[src/rtl/demux_seq_pkg.sv]
// Shared types and constants for the 8-channel demux sequencer.
package demux_seq_pkg;
    localparam int N_CH  = 8;
    localparam int SEL_W = 3;

    typedef enum logic [1:0] {
        ST_IDLE  = 2'd0,
        ST_SHIFT = 2'd1,
        ST_DONE  = 2'd2
    } state_t;

    typedef logic [N_CH-1:0]  chmask_t;
    typedef logic [SEL_W-1:0] sel_t;
endpackage

[src/rtl/demux_seq_8_if.sv]
// Word-in handshake plus demux strobe bundle; master = upstream/driver, slave = sequencer.
interface demux_seq_8_if;
    import demux_seq_pkg::*;

    logic    in_valid;
    logic    in_ready;
    chmask_t in_data;
    chmask_t in_mask;
    logic    hold;
    sel_t    sel;
    logic    din;
    logic    dout_en;
    logic    busy;
    logic    done;

    modport master (
        output in_valid, in_data, in_mask, hold,
        input  in_ready, sel, din, dout_en, busy, done
    );

    modport slave (
        input  in_valid, in_data, in_mask, hold,
        output in_ready, sel, din, dout_en, busy, done
    );
endinterface

[src/rtl/pri_enc_8.sv]
// Purpose: 8-bit priority encoder, lowest-first or highest-first.
// Latency: purely combinational.
// Backpressure: none.
module pri_enc_8
    import demux_seq_pkg::*;
#(
    parameter bit MSB_FIRST = 1'b0
) (
    input  chmask_t req_i,
    output sel_t    idx_o,
    output logic    any_o
);
    // The last matching iteration wins, so the scan direction picks the priority.
    always_comb begin
        idx_o = '0;
        any_o = |req_i;
        if (MSB_FIRST) begin
            for (int i = 0; i < N_CH; i++) begin
                if (req_i[i]) idx_o = sel_t'(i);
            end
        end else begin
            for (int i = N_CH - 1; i >= 0; i--) begin
                if (req_i[i]) idx_o = sel_t'(i);
            end
        end
    end
endmodule

[src/rtl/demux_seq_8.sv]
// Purpose: accepts a data word + channel mask, strobes each enabled channel into the demux.
// Latency: k strobes on cycles N+1..N+k, done at N+k+1, ready again at N+k+2.
// Backpressure: in_ready low outside IDLE; hold stalls stepping in SHIFT one cycle per cycle held.
module demux_seq_8
    import demux_seq_pkg::*;
#(
    parameter bit MSB_FIRST = 1'b0
) (
    input logic           clk,
    input logic           rst,
    demux_seq_8_if.slave  bus
);
    state_t  state_q, state_d;
    chmask_t data_q, data_d;
    chmask_t rem_q, rem_d;
    sel_t    ptr_q, ptr_d;

    chmask_t rem_left;
    sel_t    first_idx, next_idx;
    logic    first_any, next_any;

    // Remaining channels once the current one has been strobed.
    assign rem_left = rem_q & ~(chmask_t'(1) << ptr_q);

    pri_enc_8 #(.MSB_FIRST(MSB_FIRST)) u_enc_first (
        .req_i (bus.in_mask),
        .idx_o (first_idx),
        .any_o (first_any)
    );

    pri_enc_8 #(.MSB_FIRST(MSB_FIRST)) u_enc_next (
        .req_i (rem_left),
        .idx_o (next_idx),
        .any_o (next_any)
    );

    always_comb begin
        state_d = state_q;
        data_d  = data_q;
        rem_d   = rem_q;
        ptr_d   = ptr_q;
        case (state_q)
            ST_IDLE: begin
                if (bus.in_valid) begin
                    data_d = bus.in_data;
                    rem_d  = bus.in_mask;
                    if (first_any) begin
                        ptr_d   = first_idx;
                        state_d = ST_SHIFT;
                    end else begin
                        state_d = ST_DONE;
                    end
                end
            end
            ST_SHIFT: begin
                if (!bus.hold) begin
                    rem_d = rem_left;
                    if (next_any) ptr_d   = next_idx;
                    else          state_d = ST_DONE;
                end
            end
            ST_DONE: state_d = ST_IDLE;
            default: state_d = ST_IDLE;
        endcase
    end

    always_ff @(posedge clk) begin
        if (rst) begin
            state_q <= ST_IDLE;
            data_q  <= '0;
            rem_q   <= '0;
            ptr_q   <= '0;
        end else begin
            state_q <= state_d;
            data_q  <= data_d;
            rem_q   <= rem_d;
            ptr_q   <= ptr_d;
        end
    end

    assign bus.in_ready = (state_q == ST_IDLE) & ~rst;
    assign bus.sel      = ptr_q;
    assign bus.din      = data_q[ptr_q];
    assign bus.dout_en  = (state_q == ST_SHIFT) & ~bus.hold;
    assign bus.busy     = (state_q != ST_IDLE);
    assign bus.done     = (state_q == ST_DONE);
endmodule

[src/flat_wrapper.sv]
// flat-port wrapper written by rule: the top's interface ports become plain ports
module demux_seq_8_flat import demux_seq_pkg::*;
#(
    parameter bit MSB_FIRST = 1'b0
)
  (clk, rst, bus_in_valid, bus_in_data, bus_in_mask, bus_hold, bus_in_ready, bus_sel, bus_din, bus_dout_en, bus_busy, bus_done);
  demux_seq_8_if bus_i ();
  input logic clk;
  input logic rst;
  input wire logic [$bits(bus_i.in_valid)-1:0] bus_in_valid;
  input wire logic [$bits(bus_i.in_data)-1:0] bus_in_data;
  input wire logic [$bits(bus_i.in_mask)-1:0] bus_in_mask;
  input wire logic [$bits(bus_i.hold)-1:0] bus_hold;
  output wire logic [$bits(bus_i.in_ready)-1:0] bus_in_ready;
  output wire logic [$bits(bus_i.sel)-1:0] bus_sel;
  output wire logic [$bits(bus_i.din)-1:0] bus_din;
  output wire logic [$bits(bus_i.dout_en)-1:0] bus_dout_en;
  output wire logic [$bits(bus_i.busy)-1:0] bus_busy;
  output wire logic [$bits(bus_i.done)-1:0] bus_done;
  assign bus_i.in_valid = bus_in_valid;
  assign bus_i.in_data = bus_in_data;
  assign bus_i.in_mask = bus_in_mask;
  assign bus_i.hold = bus_hold;
  assign bus_in_ready = bus_i.in_ready;
  assign bus_sel = bus_i.sel;
  assign bus_din = bus_i.din;
  assign bus_dout_en = bus_i.dout_en;
  assign bus_busy = bus_i.busy;
  assign bus_done = bus_i.done;
  demux_seq_8 #(.MSB_FIRST(MSB_FIRST)) u_core (.clk(clk), .rst(rst), .bus(bus_i));
endmodule
[config.mk]
export PLATFORM = sky130hd
export DESIGN_NAME = demux_seq_8_flat
export DESIGN_NICKNAME = d
export VERILOG_FILES = /design/src/rtl/demux_seq_pkg.sv /design/src/rtl/demux_seq_8_if.sv /design/src/rtl/pri_enc_8.sv /design/src/rtl/demux_seq_8.sv /design/src/flat_wrapper.sv
export SDC_FILE = /design/constraint.sdc
export NUM_CORES = 1
export LEC_CHECK = 0
export ABC_CLOCK_PERIOD_IN_PS = 1900
export BUFFER_PORTS_ARGS = -buffer_cell sky130_fd_sc_hd__buf_2
export CORE_UTILIZATION = 28
export CTS_BUF_LIST = sky130_fd_sc_hd__clkbuf_8
export DETAILED_ROUTE_END_ITERATION = 6
export GPL_TIMING_DRIVEN = 1
export SLEW_MARGIN = 40
export SYNTH_ARGS = -nofsm -noshare
export SYNTH_HDL_FRONTEND = slang
export SYNTH_SLANG_ARGS = --single-unit
[constraint.sdc]
create_clock -name clk -period 1.9 [get_ports clk]
set_input_delay 0.095 -clock clk [delete_from_list [all_inputs] [get_ports clk]]
set_output_delay 0.095 -clock clk [all_outputs]
set_load 0.02 [all_outputs]
==> flow_metrics.env <==
export IMPL_outcome="complete, no violations"
export IMPL_critical_path_required_ns=2.09
export IMPL_tns_ns=0
export IMPL_path_class="reg2reg"
export IMPL_clock_sinks=21
export IMPL_die_h_um=70.24
export IMPL_nets=224
export IMPL_synth_area_per_cell_um2=7.669
export IMPL_grt_first_pass_wirelength_um=6147
export IMPL_design_area_um2=1620
export IMPL_path_clk_slew_ns=0.09
export IMPL_hold_viol_final=0
export IMPL_drtIter0Drc=111
export IMPL_cts_tree="yes"
export IMPL_dieArea_um2=4933
export IMPL_die_w_um=70.24
export IMPL_skew_ns=0.001689
export IMPL_place_hpwl_um=2805
export IMPL_seq_area_frac_synth_pct=32.25
export IMPL_vias_per_cell=5.337
export IMPL_ys_warn_count=0
export IMPL_mappedNetlistNets=190
export IMPL_grt_pass1_vias=1240
export IMPL_placed_cell_area_um2=1551
export IMPL_critPathArrivalTime_ns=2.03
export IMPL_dp_cells=251
export IMPL_gr_total_overflow=0
export IMPL_postRouteAntennaNets=0
export IMPL_hold_class="in2reg"
export IMPL_fin_cells=255
export IMPL_clock_root_buffer="clkbuf_8"
export IMPL_slew_viol_final=0
export IMPL_drcViolationCount=0
export IMPL_drt_pass1_iterations=4
export IMPL_cts_buffers_inserted=3
export IMPL_end_kind="flip-flop"
export IMPL_max_cap_violations=0
export IMPL_irDropWorstVdd_v=0.0004060
export IMPL_final_cell_mix="nand2_1 (30), buf_2 (27), a21oi_1 (22)"
export IMPL_finalSetupViolCount=0
export IMPL_rsz0062_at_grt="false"
export IMPL_routed_wl_um=3860
export IMPL_worstMarginPinSlew_ns=0.4652
export IMPL_portBuffers=27
export IMPL_antenna_cells=0
export IMPL_area_delta_synth_final_pct=24.28
export IMPL_wl_per_cell_um=15.14
export IMPL_core_um2=4414
export IMPL_ys_ff_latch=21
export IMPL_clock_latency_ns=0.27
export IMPL_fillCellCount=491
export IMPL_core_rowCount=24
export IMPL_powerDensity_nw_per_um2=796.7
export IMPL_syn_cell_area_um2=1304
export IMPL_routed_via_count=1361
export IMPL_fmax_mhz=542.8
export IMPL_yosysTopAreaCellShare_pct=32.25
export IMPL_fin_crit_sh_pct=96.97
export IMPL_final_common_cell="nand2_1"
export IMPL_start_util_pct=29.54
export IMPL_post_route_min_period_ns=1.842
export IMPL_grt_max_degree=21
export IMPL_max_slew_margin_pct=68.98
export IMPL_critPathLaunchType="flip-flop"
export IMPL_synth_area_leaders="dfxtp_1 (32%), nand2_1 (8.6%), a21oi_1 (8.4%)"
export IMPL_htree_levels=1
export IMPL_yosysTopAreaCell="dfxtp_1"
export IMPL_gp_congestion=0.8729
export IMPL_cts_buffer_depth=2
export IMPL_grt_total_usage_pct=15.60
export IMPL_synth_cells=170
export IMPL_p_leak_uw=0.0006721
export IMPL_grt_antenna_before_repair=0
export IMPL_synth_cell_types=43
export IMPL_cts_setup_buffers=0
export IMPL_io_pins=28
export IMPL_drive_gt1_share_pct=29.06
export IMPL_worst_path_max_fanout=4
area by class of cell:
cell class	instances	area, µm²	area share [%]
Clock buffer	3	41.29	2.548
Inverter	6	22.52	1.390
Clock inverter	1	7.507	0.4633
Sequential cell	21	425.4	26.25
Timing Repair Buffer	39	229.0	14.13
Multi-Input combinational cell	133	829.5	51.20
Tap cell	52	65.06	4.015
where the power goes:
part	leakage, µW	switching (µW)	internal, µW	total, µW
Sequential	0.000174	43.7	483	527
Clock	0.0000217	169	149	318
Combinational	0.000476	257	190	447
kinds of logic (layout without fill, tap and decap cells):
group	after synthesis	after routing	synth area share, %
AND/OR/NAND/NOR	71	71	27.26
flip-flops	21	21	32.25
multiplexers	6	6	7.005
AO/OA/AOI/OAI	56	56	28.50
buffers and inverters	16	49	4.990
routing by layer:
layer	global-route usage, %	up-vias	share of wire, %
met1	20.99	618	45
met5	0	-	0
li1	-	675	-
met3	3.030	6	6.8
met2	25.50	62	46
met4	3.778	0	1.3
Yosys cell counts, drive strengths merged:
library cell,count
nand2,30
a21oi,22
dfxtp,21
nor2,15
o21ai,11
clkbuf,8
inv,6
nand2b,6
a211oi,5
o31ai,4
and2,3
nor2b,3
nor3,3
a211o,2
a22oi,2
a31oi,2
buf,2
mux2,2
mux2i,2
mux4,2
nor4b,2
o22ai,2
a221oi,1
a311oi,1
a32oi,1
and3b,1
and4b,1
nand3b,1
nor3b,1
o211a,1
o211ai,1
o31a,1
or2,1
or3,1
or3b,1
or4,1
or4b,1
final timing paths:
path                            slack (ns)                 to        startpoint  cells past startpoint
worst max-delay path                  0.06  u_core.bus.sel[0]   u_core.rem_q[5]                      5
worst min-delay path                  0.05   u_core.data_q[7]    bus_in_data[7]                      3
worst min register to register        0.46   u_core.data_q[3]  u_core.data_q[3]                      2
worst max register to register        0.06  u_core.bus.sel[0]   u_core.rem_q[5]                      5
through the flow:
stage | hold slack [ns] | total power, µW | setup WS, ns | util, %
global route | 0.05272 | 1369 | 0.01002 | 36.71
global placement | 0.3361 | 958.7 | 0.09624 | 35.15
floorplan | 0.2310 | 814.4 | 0.002839 | -
detailed placement | 0.3428 | 964.3 | 0.04290 | 35.15
CTS | 0.04342 | 1289 | 0.01647 | 36.25
finish | 0.05381 | 1291 | 0.05764 | 36.71
worst max-delay path, cell delays in order (launching register included):
cell,delay [ns]
dfxtp_2,0.35
or4b_4,0.54
o211a_1,0.16
nand2b_4,0.16
o31ai_4,0.32
mux2i_1,0.24
flip-flops by register name (all words and copies together) (netlist names):
register / cells
u_core.data_q: 8
u_core.state_q: 2
u_core.bus.sel: 3
u_core.rem_q: 8
timing repair:
item                       in CTS  in global routing
setup endpoints to repair       0                  3
hold buffers                    0                  0
resized for setup               0                  7
(Power assumes the default switching activity.)
